<file path="src/rtl/store_queue_pkg.sv">
// Shared types and helpers for the store queue.
//   sq_entry_t  : one queued store (word address, lane-aligned data, byte enables)
//   NUM_LANES   : byte lanes per 32-bit word
//   adr_match() : word-address compare used by the forwarding network
package store_queue_pkg;

  localparam int NUM_LANES = 4;

  typedef struct packed {
    logic [29:0] adr_w;  // word address, byte address bits [31:2]
    logic [31:0] data;   // lane-aligned store data
    logic [3:0]  be;     // bit i enables byte lane i
  } sq_entry_t;

  function automatic logic adr_match(input logic [29:0] entry_adr_w,
                                     input logic [29:0] ld_adr_w);
    return entry_adr_w == ld_adr_w;
  endfunction

endpackage

</file>
<file path="src/rtl/store_queue_fwd.sv">
// Combinational store-to-load forwarding over the queued entries.
//   entries  : queue storage, indexed by physical slot
//   head     : slot of the oldest valid entry
//   count    : number of valid entries, 0..DEPTH
//   ld_adr_w : load word address
//   dram_rd  : raw DRAM word for the load address
//   ld_data  : per-lane merge, youngest matching enabled entry wins, else DRAM
module store_queue_fwd
  import store_queue_pkg::*;
#(
  parameter  int DEPTH = 4,
  localparam int PTR_W = $clog2(DEPTH)
) (
  input  sq_entry_t         entries [DEPTH],
  input  logic [PTR_W-1:0]  head,
  input  logic [PTR_W:0]    count,
  input  logic [29:0]       ld_adr_w,
  input  logic [31:0]       dram_rd,
  output logic [31:0]       ld_data
);

  // Walk oldest to youngest so a younger match simply overwrites an older
  // one in the same lane; the last write per lane is the youngest store.
  always_comb begin
    logic [PTR_W-1:0] idx;
    // NOTE: every variable gets a value before any conditional logic so no
    // path through the block leaves it unassigned, which would infer a latch.
    ld_data = dram_rd;
    idx     = head;
    for (int k = 0; k < DEPTH; k++) begin
      idx = head + PTR_W'(k);  // pointer width makes the slot index wrap
      if ((PTR_W+1)'(k) < count && adr_match(entries[idx].adr_w, ld_adr_w)) begin
        for (int i = 0; i < NUM_LANES; i++) begin
          if (entries[idx].be[i]) ld_data[8*i +: 8] = entries[idx].data[8*i +: 8];
        end
      end
    end
  end

endmodule

</file>
<file path="src/rtl/store_queue.sv">
// In-order store buffer between the MEM stage and the DRAM write port.
//   clk, rst          : rising-edge clock, synchronous active-high reset
//   st_valid/adr/wdata/be, st_stall : store enqueue side; stall while full
//   ld_adr, dram_rd, ld_data        : load path with byte-wise forwarding
//   dram_we/adr/wdata/be, dram_ready: head entry drained one per handshake
//   empty, full                     : occupancy flags
module store_queue
  import store_queue_pkg::*;
#(
  parameter  int DEPTH = 4,  // power of two, 2..16
  localparam int PTR_W = $clog2(DEPTH)
) (
  input  logic        clk,
  input  logic        rst,
  input  logic        st_valid,
  input  logic [31:0] st_adr,
  input  logic [31:0] st_wdata,
  input  logic [3:0]  st_be,
  output logic        st_stall,
  input  logic [31:0] ld_adr,
  input  logic [31:0] dram_rd,
  output logic [31:0] ld_data,
  output logic        dram_we,
  output logic [31:0] dram_adr,
  output logic [31:0] dram_wdata,
  output logic [3:0]  dram_be,
  input  logic        dram_ready,
  output logic        empty,
  output logic        full
);

  localparam logic [PTR_W:0] DEPTH_CNT = (PTR_W+1)'(DEPTH);

  sq_entry_t        mem_q [DEPTH];
  sq_entry_t        mem_d [DEPTH];
  logic [PTR_W-1:0] head_q, head_d;
  logic [PTR_W-1:0] tail_q, tail_d;
  logic [PTR_W:0]   count_q, count_d;
  logic             enq, pop;

  // Stores are word-aligned; the byte offset bits carry no information.
  logic unused_adr_lsbs;
  assign unused_adr_lsbs = ^{st_adr[1:0], ld_adr[1:0]};

  assign full     = count_q == DEPTH_CNT;
  assign empty    = count_q == '0;
  // Full is judged on the registered count, so a same-cycle pop never
  // makes room for this cycle's store.
  assign st_stall = st_valid && full;
  assign enq      = st_valid && !full;
  assign pop      = !empty && dram_ready;

  // Write port comes straight from storage: no input-to-output path.
  assign dram_we    = !empty;
  assign dram_adr   = {mem_q[head_q].adr_w, 2'b00};
  assign dram_wdata = mem_q[head_q].data;
  assign dram_be    = mem_q[head_q].be;

  always_comb begin
    mem_d   = mem_q;
    head_d  = head_q;
    tail_d  = tail_q;
    count_d = count_q;
    if (enq) begin
      mem_d[tail_q] = '{adr_w: st_adr[31:2], data: st_wdata, be: st_be};
      tail_d        = tail_q + PTR_W'(1);
    end
    if (pop) head_d = head_q + PTR_W'(1);
    unique case ({enq, pop})
      2'b10:   count_d = count_q + (PTR_W+1)'(1);
      2'b01:   count_d = count_q - (PTR_W+1)'(1);
      default: count_d = count_q;
    endcase
  end

  // NOTE: sequential state uses non-blocking assignments so every flop
  // samples the pre-edge values regardless of block evaluation order.
  always_ff @(posedge clk) begin
    if (rst) begin
      head_q  <= '0;
      tail_q  <= '0;
      count_q <= '0;
    end else begin
      head_q  <= head_d;
      tail_q  <= tail_d;
      count_q <= count_d;
    end
  end

  // NOTE: entry storage is deliberately left out of reset; count gates
  // every use of it, so stale contents are never observed.
  always_ff @(posedge clk) begin
    mem_q <= mem_d;
  end

  store_queue_fwd #(.DEPTH(DEPTH)) u_fwd (
    .entries  (mem_q),
    .head     (head_q),
    .count    (count_q),
    .ld_adr_w (ld_adr[31:2]),
    .dram_rd  (dram_rd),
    .ld_data  (ld_data)
  );

endmodule

</file>
<file path="config.mk">
export PLATFORM = sky130hd
export DESIGN_NAME = store_queue
export DESIGN_NICKNAME = d
export VERILOG_FILES = /design/src/rtl/store_queue_pkg.sv /design/src/rtl/store_queue_fwd.sv /design/src/rtl/store_queue.sv
export SDC_FILE = /design/constraint.sdc
export NUM_CORES = 1
export LEC_CHECK = 0
export CAP_MARGIN = 25
export CORE_UTILIZATION = 51
export CTS_CLUSTER_SIZE = 12
export DETAILED_ROUTE_END_ITERATION = 8
export PLACE_DENSITY_LB_ADDON = 0.2
export SKIP_LAST_GASP = 1
export SLEW_MARGIN = 10
export SYNTH_ARGS = -nofsm -noshare
export SYNTH_HDL_FRONTEND = slang
export SYNTH_SLANG_ARGS = --single-unit
export TNS_END_PERCENT = 5
</file>
<file path="constraint.sdc">
create_clock -name clk -period 4.7 [get_ports clk]
set_clock_uncertainty 0.15 [all_clocks]
set_input_delay 1.175 -clock clk [delete_from_list [all_inputs] [get_ports clk]]
set_output_delay 1.175 -clock clk [all_outputs]
set_load 0.02 [all_outputs]
</file>
; Yosys cells after proc, flatten, opt, wreduce, memory -nomap -nowiden
; Index checks and enable logic that the tools add are counted.
[totals]
output_inout_bits = 104
wordCells = 91
reg_bits = 271
in_bits = 136
[classes]
n_addsub = 6
order_cmp = 10
n_reduce_logical = 12
bitwise_logic = 5
muxes = 36
eq_ne = 7
[ops]
columns = operator, n
row1 = $mux W66, 9
row2 = $bmux W66 S2, 4
row3 = $bwmux W264, 1
row4 = $demux W66 S2, 1
row5 = $mux W32, 4
row6 = $mux W8, 16
row7 = $eq A30 B30 Y1, 4
row8 = $ge A3 B3 Y1 const B, 5
row9 = $not A2 Y3, 5
row10 = $logic_and A1 B1 Y1, 8
row11 = $lt A1 B3 Y1 const A, 2
row12 = $lt A2 B3 Y1 const A, 2
row13 = $pmux W3 S2, 1
row14 = $add A2 B1 Y2 const B, 2
row15 = $add A2 B2 Y2 const B, 2
row16 = $add A3 B1 Y3 const B, 1
row17 = $eq A3 B3 Y1 const B, 1
row18 = $logic_not A3 Y1, 1
row19 = $lt A3 B1 Y1 const B, 1
row20 = $sub A3 B1 Y3 const B, 1
row21 = $eq A2 B1 Y1 const B, 1
row22 = $eq A2 B2 Y1 const B, 1
row23 = $logic_not A1 Y1, 2
row24 = $reduce_bool A2 Y1, 1

; Depth between registers and ports, before layout
; Gate-level depths: netlist (run 1).
[logic_depth]
depth_word = 13
mapped_depth = 16
mapped_depth_nobuf = 11

; By module
; Synthesis (run 1) repeated with hierarchy kept, for this count alone.
[unflattened]
hier_cells = 1664
area_unflattened_um2 = 19474.9
[modules_own_cells]
columns = mod, area_per_inst_um2, cells_per_inst, seq_area_each_um2, n_inst
row1 = store_queue, 9979.6, 400, 8067.7, 1
row2 = store_queue_fwd, 9495.4, 1264, 0.0, 1

; Least setup slack after synthesis (run 1)
; No wires, ideal clock.
[synth_timing]
kind = input-to-output
startpoint = input ld_adr[5]
endpoint = output ld_data[23]
path_buffers = 4
stages = 12
required_ns = 3.375
arrival_ns = 3.887
setup_slack_ns = -0.512
cell_sequence = clkbuf_1 > nor2_1 > a2111oi_0 > o211ai_1 > or4_1 > clkbuf_1 > or3_1 > buf_2 > clkbuf_1 > o31ai_1 > a31oi_1 > o21ai_1
[synth_between]
elab_chain_cells = 9
word_cells_on_any_way = 15
classes_between = 4 x eq/ne / 7 x mux / 4 x reduce/logical
[synth_rtl]
columns = element, line_no
row1 = start: declaration, store_queue.sv:20  ; input logic [31:0] ld_adr,
row2 = $eq A30 B30 Y1, store_queue_pkg.sv:17  ; return entry_adr_w == ld_adr_w;
row3 = $logic_and A1 B1 Y1, store_queue_fwd.sv:32  ; if ((PTR_W+1)'(k) < count && adr_match(entries[idx].adr_w, ld_adr_w)) begin
row4 = $mux W32, store_queue_fwd.sv:32
row5 = $mux W8, store_queue_fwd.sv:34  ; if (entries[idx].be[i]) ld_data[8*i +: 8] = entries[idx].data[8*i +: 8];
row6 = $mux W32, store_queue_fwd.sv:32
row7 = $mux W8, store_queue_fwd.sv:34
row8 = $mux W32, store_queue_fwd.sv:32
row9 = $mux W8, store_queue_fwd.sv:34
row10 = $mux W32 (*), store_queue_fwd.sv:32
row11 = end: declaration, store_queue.sv:22  ; output logic [31:0] ld_data,
; Every way passes the cells marked *; elsewhere a longest branch is shown, timed or not.

; Worst setup path after layout (run 1)
[layout_timing]
startpoint = input ld_adr[27]
endpoint = output ld_data[19]
; The elaborated chain is that of the path after synthesis.

==> metrics.cfg, run 1 <==
[synthesis]
netlist_top_cells_area=edfxtp_1 (45%), mux2i_1 (12%), mux2_2 (5.3%)
syn_inst=1526
synth_edf_count=264
yosysSeqAreaShare=0.460
synth.avg_cell_area_um2=11.5
synth_xor_area_frac=0.0460
synth_compound_area_frac=0.126
yosys.area_share.simple=0.0933
ys.flop_type=edfxtp_1
synth_top_family_by_area=multiplexers
syn_area_um2=17500
yosys_register_bits=271
ys_async_sr_fraction=0
synth_area_leader_cell=edfxtp_1
synth_top_area_frac=0.452
muxShareOfSynthArea=0.231
yosysWarningCount=0
yosys.cell_types.count=73
synthAdderAreaFrac=0.00642

[status]
outcome=finished, violations left
violations=setup timing

[global_routing]
grt_max_degree=100
grt_pass1_wl_um=86500
antenna_found_initial=3
grt_pass1_vias=15000
gr-total-overflow=0
track_usage=0.319

[timing]
worst_pin_slew_ns=0.994
whs_ns=0.441
hold_viol_final=0
finalSetupTns_ns=-31.70
slew_headroom=0.337
rsz0062_at_grt=yes
period_share=1.18
worst_slack_ns=-0.841
max_freq_mhz=180
layout_min_cycle_time_ns=5.54
setup_violations=56
drv_slew=0

[clock_network]
insertion_delay_ns=0.55
clock-sinks=271
cts_tree=yes
h-tree-depth=1
cts_root_buf=clkbuf_16
numCtsBuffers=30
clk_pin_slew_worst_paths_ns=0.06
cts_buffer_depth=3

[route]
vias=15200
detail_route.wl_per_cell_um=22.8
final_antenna_net_count=0
drc=0
dr.pass1.iters=6
drt_iter0_drc=1216
drt-vias-per-instance=6.03
wl_um=57600

[die]
pin_count=240
die_h_um=187
initial_core_util=0.520
rows=67
dieArea_um2=35100
dieWidth_um=187
core_area_um2=33700

[critical_path]
worstPathArrival_ns=4.22
startpoint_type=input port
crit_buf_inv=7
crit_path_max_incr_delay_ns=0.52
worst-path-max-fanout=8
path_class=in2out
cpMaxStageDelayCell=clkdlybuf4s50_1
reg2reg_from=count_q[0]
critical_path.cell_chain=clkdlybuf4s50_1 -> inv_1 -> buf_4 -> xnor2_2 -> a2111oi_4 -> buf_4 -> nand4_4 -> buf_12 -> a2111oi_4 -> buf_6 -> mux2_4 -> nand3_1 -> o211ai_1 -> buf_4
end_kind=primary output
crit_required_ns=3.38
startpoint=ld_adr[27]
path_common_cell=buf_4
path_delay_family=buffers and inverters

[final_layout]
drive_gt1_frac=0.342
area_growth_pct=41.2
nets=2202

[placement]
gp_congestion=1.01
hpwl_um=41300
io_buffers=233
dpl_worst_slack_ns=-1.56

[hold_path]
hold_start=tail_q[0]
hp-class=reg2reg

[power_and_ir_drop]
power_density_nw_per_um2=457
p_leak_nw=9.04
finalPower_mw=11.3
ir_drop_mv=0.432

[run]
maxCapViolCount=0

==> per-layer routing <==
layer	wire length (um)	track usage	share of wire	vias to the layer above
li1	-	-	-	6996
met1	24400	0.438	0.42	7439
met2	26700	0.517	0.46	669
met3	4780	0.0642	0.083	110
met4	1690	0.0857	0.029	2
met5	13	0	0.00023	-
==> path summary, 6_finish.rpt <==
| path | to | slack, ns | cells past startpoint |
|---|---|---|---|
| worst max-delay path | ld_data[19] | -0.84 | 14 |
| worst min-delay path | tail_q[0] | 0.44 | 2 |
| worst min register to register | tail_q[0] | 0.44 | 2 |
| worst max register to register | mem_q[145] | 1.75 | 7 |
==> layout by cell type (no fill, tap or decap), drive strengths merged, types with 11 or more instances in the layout <==
cell | netlist | layout
a31oi | 39 | 39
xnor2 | 56 | 56
edfxtp | 264 | 264
o31ai | 21 | 21
a221oi | 14 | 14
nor4 | 18 | 18
a21oi | 67 | 67
a2111oi | 13 | 13
clkbuf | 52 | 36
o211ai | 23 | 23
clkdlybuf4s50 | 0 | 182
nand3 | 54 | 54
inv | 14 | 14
buf | 72 | 420
mux2 | 106 | 106
dlygate4sd2 | 0 | 16
mux2i | 216 | 216
nor3 | 37 | 37
nand2 | 69 | 69
and2 | 11 | 11
nor2 | 112 | 112
mux4 | 31 | 31
xor2 | 36 | 36
o21ai | 53 | 53
o22ai | 13 | 13
a211oi | 24 | 24
==> timing repair <==
| action | CTS | global route |
|---|---|---|
| endpoints found under the setup margin | 56 | 57 |
| pin swaps | 19 | 20 |
| buffers inserted | 30 | 14 |
| gates cloned | 3 | 1 |
| hold endpoints to repair | 0 | 0 |
| resized for setup | 241 | 89 |
| hold buffers | 0 | 0 |
==> power breakdown <==
group	internal, mW	total (mW)	leakage (nW)	switching (mW)
logic	2.89	6.00	6.09	3.11
clock network	1.40	2.32	0.470	0.920
registers	2.88	3.00	2.48	0.122
==> through the flow <==
step                instance area (um^2)  std cells  utilization
finish                             24800       2524        0.735
global placement                   22700       2429        0.673
floorplan                          17700       1527            -
detailed placement                 22700       2429        0.673
global route                       24800       2523        0.735
CTS                                24200       2510        0.719
==> final cells by class <==
cell class | count | area (um^2)
Clock buffer | 35 | 791
Timing Repair Buffer | 622 | 5510
Tap cell | 448 | 561
Inverter | 14 | 56.3
Sequential cell | 271 | 8080
Antenna cell | 2 | 5.00
Fill cell | 2368 | 8940
Multi-Input combinational cell | 1118 | 9590
Clock inverter | 14 | 171
==> cells in the mapped netlist, types with 4 or more instances <==
| cell type | n |
|---|---|
| edfxtp_1 | 264 |
| mux2i_1 | 215 |
| nor2_1 | 112 |
| mux2_2 | 83 |
| nand2_1 | 69 |
| a21oi_1 | 67 |
| xnor2_1 | 56 |
| nand3_1 | 54 |
| clkbuf_1 | 52 |
| o21ai_0 | 42 |
| a31oi_1 | 39 |
| nor3_1 | 36 |
| xor2_1 | 36 |
| buf_1 | 33 |
| mux4_2 | 31 |
| a211oi_1 | 24 |
| buf_2 | 23 |
| mux2_1 | 23 |
| o211ai_1 | 23 |
| o31ai_1 | 21 |
| nor4_1 | 18 |
| a221oi_1 | 14 |
| inv_1 | 13 |
| o22ai_1 | 13 |
| and2_1 | 11 |
| buf_6 | 11 |
| o21ai_1 | 11 |
| ha_1 | 9 |
| a2111oi_0 | 8 |
| nand4_1 | 8 |
| dfxtp_1 | 7 |
| o2bb2ai_1 | 7 |
| a22oi_1 | 6 |
| o2111ai_1 | 6 |
| or2_2 | 6 |
| or3_1 | 6 |
| or4_1 | 6 |
| buf_4 | 5 |
| a2111oi_4 | 4 |
| a2bb2oi_1 | 4 |
==> state kept, by name, summed over array words and instances, names as in the netlist <==
signal	cells
tail_q	2
head_q	2
count_q	3
mem_q	264
==> logic make-up (layout without fill, tap and decap cells) <==
group / count (synthesis) / in the layout
flops: 271 / 271
mux: 353 / 353
simple gates: 345 / 345
buf+inv: 138 / 685
fa+ha+maj: 9 / 9
compound gates: 317 / 317
xor+xnor: 92 / 92
other cells: 1 / 4
==> worst register-to-register path, stage by stage, from the launching register on <==
cell and delay (ns):
dfxtp_1 0.45, buf_4 0.17, inv_1 0.05, ha_1 0.22, and2_1 0.17, nor2b_1 0.46, and2_4 0.56, buf_12 0.35
Power figures use the tool's default switching activity.
==> inputs of run 2 (changes only) <==
HOLD_SLACK_MARGIN = 0.03   (was unset)
==> results of run 2 <==
Same layout as run 1: the final DEF is identical, and so are final timing and power.
==> inputs of run 3 (changes only) <==
SKIP_LAST_GASP = unset   (was 1)
==> metrics.cfg, run 3 (synthesized netlist as in run 1, its figures left out) <==
[status]
outcome=finished, violations left
violations=setup timing

[hold_path]
hp-class=reg2reg
holdPathStages=2  ; unchanged

[timing]
slew_headroom=0.514  ; +0.177
worst_pin_slew_ns=0.729  ; -0.265 ns
worst_slack_ns=-0.811  ; +0.0295 ns
finalSetupTns_ns=-24.13  ; +7.57 ns
setup_violations=32  ; -43%
drv_slew=0  ; unchanged
max_freq_mhz=181  ; +0.54%
hold_viol_final=0  ; unchanged
period_share=1.17  ; -0.00627
whs_ns=0.435  ; -0.00568 ns
rsz0062_at_grt=yes
layout_min_cycle_time_ns=5.51  ; -0.0295 ns

[route]
dr.pass1.iters=7  ; +1
detail_route.wl_per_cell_um=22.9  ; +0.41%
vias=15300  ; +0.37%
wl_um=57900  ; +0.45%
final_antenna_net_count=0  ; unchanged
drt_iter0_drc=1260  ; +3.6%
drt-vias-per-instance=6.05  ; +0.33%
drc=0  ; unchanged

[placement]
placed_cell_area_um2=22700  ; unchanged
io_buffers=233  ; unchanged
dpl_worst_slack_ns=-1.56  ; unchanged
placed_cells_incl_taps=2429  ; unchanged
hpwl_um=41300  ; unchanged
gp_congestion=1.01  ; unchanged

[critical_path]
startpoint_type=input port
r2r_cells=7  ; unchanged
end_kind=primary output
crit_required_ns=3.38  ; about the same
worst-path-max-fanout=8  ; unchanged
path_class=in2out
worstPathArrival_ns=4.19  ; -0.03 ns

[die]
initial_core_util=0.520  ; unchanged
core_area_um2=33700  ; unchanged
dieWidth_um=187  ; unchanged
pin_count=240  ; unchanged
rows=67  ; unchanged
dieArea_um2=35100  ; unchanged
die_h_um=187  ; unchanged

[clock_network]
clock-sinks=271  ; unchanged
cts_buffer_depth=3  ; unchanged
h-tree-depth=1  ; unchanged
cts_tree=yes
cts_root_buf=clkbuf_16
numCtsBuffers=30  ; unchanged
clk_pin_slew_worst_paths_ns=0.06  ; about the same
insertion_delay_ns=0.55  ; about the same

[final_layout]
final_common_cell=buf_4
area_growth_pct=41.5
seq_area_um2=8080  ; unchanged
largest_reg_flops=264  ; unchanged
drive_gt1_frac=0.340  ; -0.00257
regMostFlops=mem_q
fillCellCount=2364  ; -0.17%
fin_area_um2=24800  ; +0.17%
nets=2203  ; +0.045%
finalNonFillerCells=2525  ; +0.040%
post-route-util=0.736  ; +0.00122
multi_input_area_um2=9590  ; about the same
reg_top3=mem_q x264, count_q x3
final_cell_mix=buf_4 (358), edfxtp_1 (264), mux2i_1 (188), clkdlybuf4s50_1 (182), nor2_1 (110)

[global_routing]
grt_pass1_wl_um=86600  ; about the same
antenna_found_initial=3  ; unchanged
grt_pass1_vias=15000  ; -0.020%
track_usage=0.320  ; about the same
grt_max_degree=100  ; unchanged
gr-total-overflow=0  ; unchanged

[power_and_ir_drop]
p_leak_nw=9.02  ; -0.25%
ir_drop_mv=0.431  ; about the same
finalPower_mw=11.4  ; +0.45%
power_density_nw_per_um2=459  ; +0.28%

[run]
maxCapViolCount=0  ; unchanged

==> run 3: final cells by class <==
| type | instances | share of cell area |
|---|---|---|
| clock buffers | 35 | 0.0319 |
| well taps | 448 | 0.0226 |
| clock inverters | 14 | 0.00691 |
| diodes | 2 | 0.000202 |
| repair buffers | 623 | 0.224 |
| flip-flops and latches | 271 | 0.326 |
| inverters | 14 | 0.00227 |
| multi-input cells | 1118 | 0.387 |
==> run 3: path summary, 6_finish.rpt <==
path,startpoint,end,slack [ns]
hold reg to reg,tail_q[0],tail_q[0],0.44
hold / removal,tail_q[0],tail_q[0],0.44
setup / recovery,ld_adr[27],ld_data[0],-0.81
setup reg to reg,count_q[0],mem_q[12],1.77
==> run 3: per-layer routing <==
metal / vias to the layer above / global-route usage / wire (um)
li1: 7008 / - / -
met1: 7514 / 0.441 / 24600
met2: 642 / 0.515 / 26900
met3: 107 / 0.0640 / 4650
met4: 2 / 0.0857 / 1680
met5: - / 0 / 13
==> run 3: report_power, final <==
| group | leakage, nW | switching, mW | total, mW | internal (mW) |
|---|---|---|---|---|
| Clock | 0.470 | 0.926 | 2.33 | 1.40 |
| Combinational | 6.07 | 3.13 | 6.04 | 2.91 |
| Sequential | 2.48 | 0.123 | 3.00 | 2.88 |
==> run 3: worst max-delay path, cell delays in order <==
cell	delay [ns]
clkdlybuf4s50_1	0.52
inv_1	0.15
buf_4	0.18
xnor2_2	0.16
a2111oi_4	0.33
buf_4	0.19
nand4_4	0.16
buf_12	0.19
a2111oi_4	0.26
buf_12	0.19
mux2_4	0.31
nand3_2	0.06
o211ai_1	0.11
buf_4	0.18
==> run 3: what timing repair did <==
action | CTS | global route
resized for setup | 255 | 81
hold buffers | 0 | 0
endpoints found under the setup margin | 56 | 44
pin swaps | 20 | 25
gates cloned | 3 | 1
buffers inserted | 30 | 15
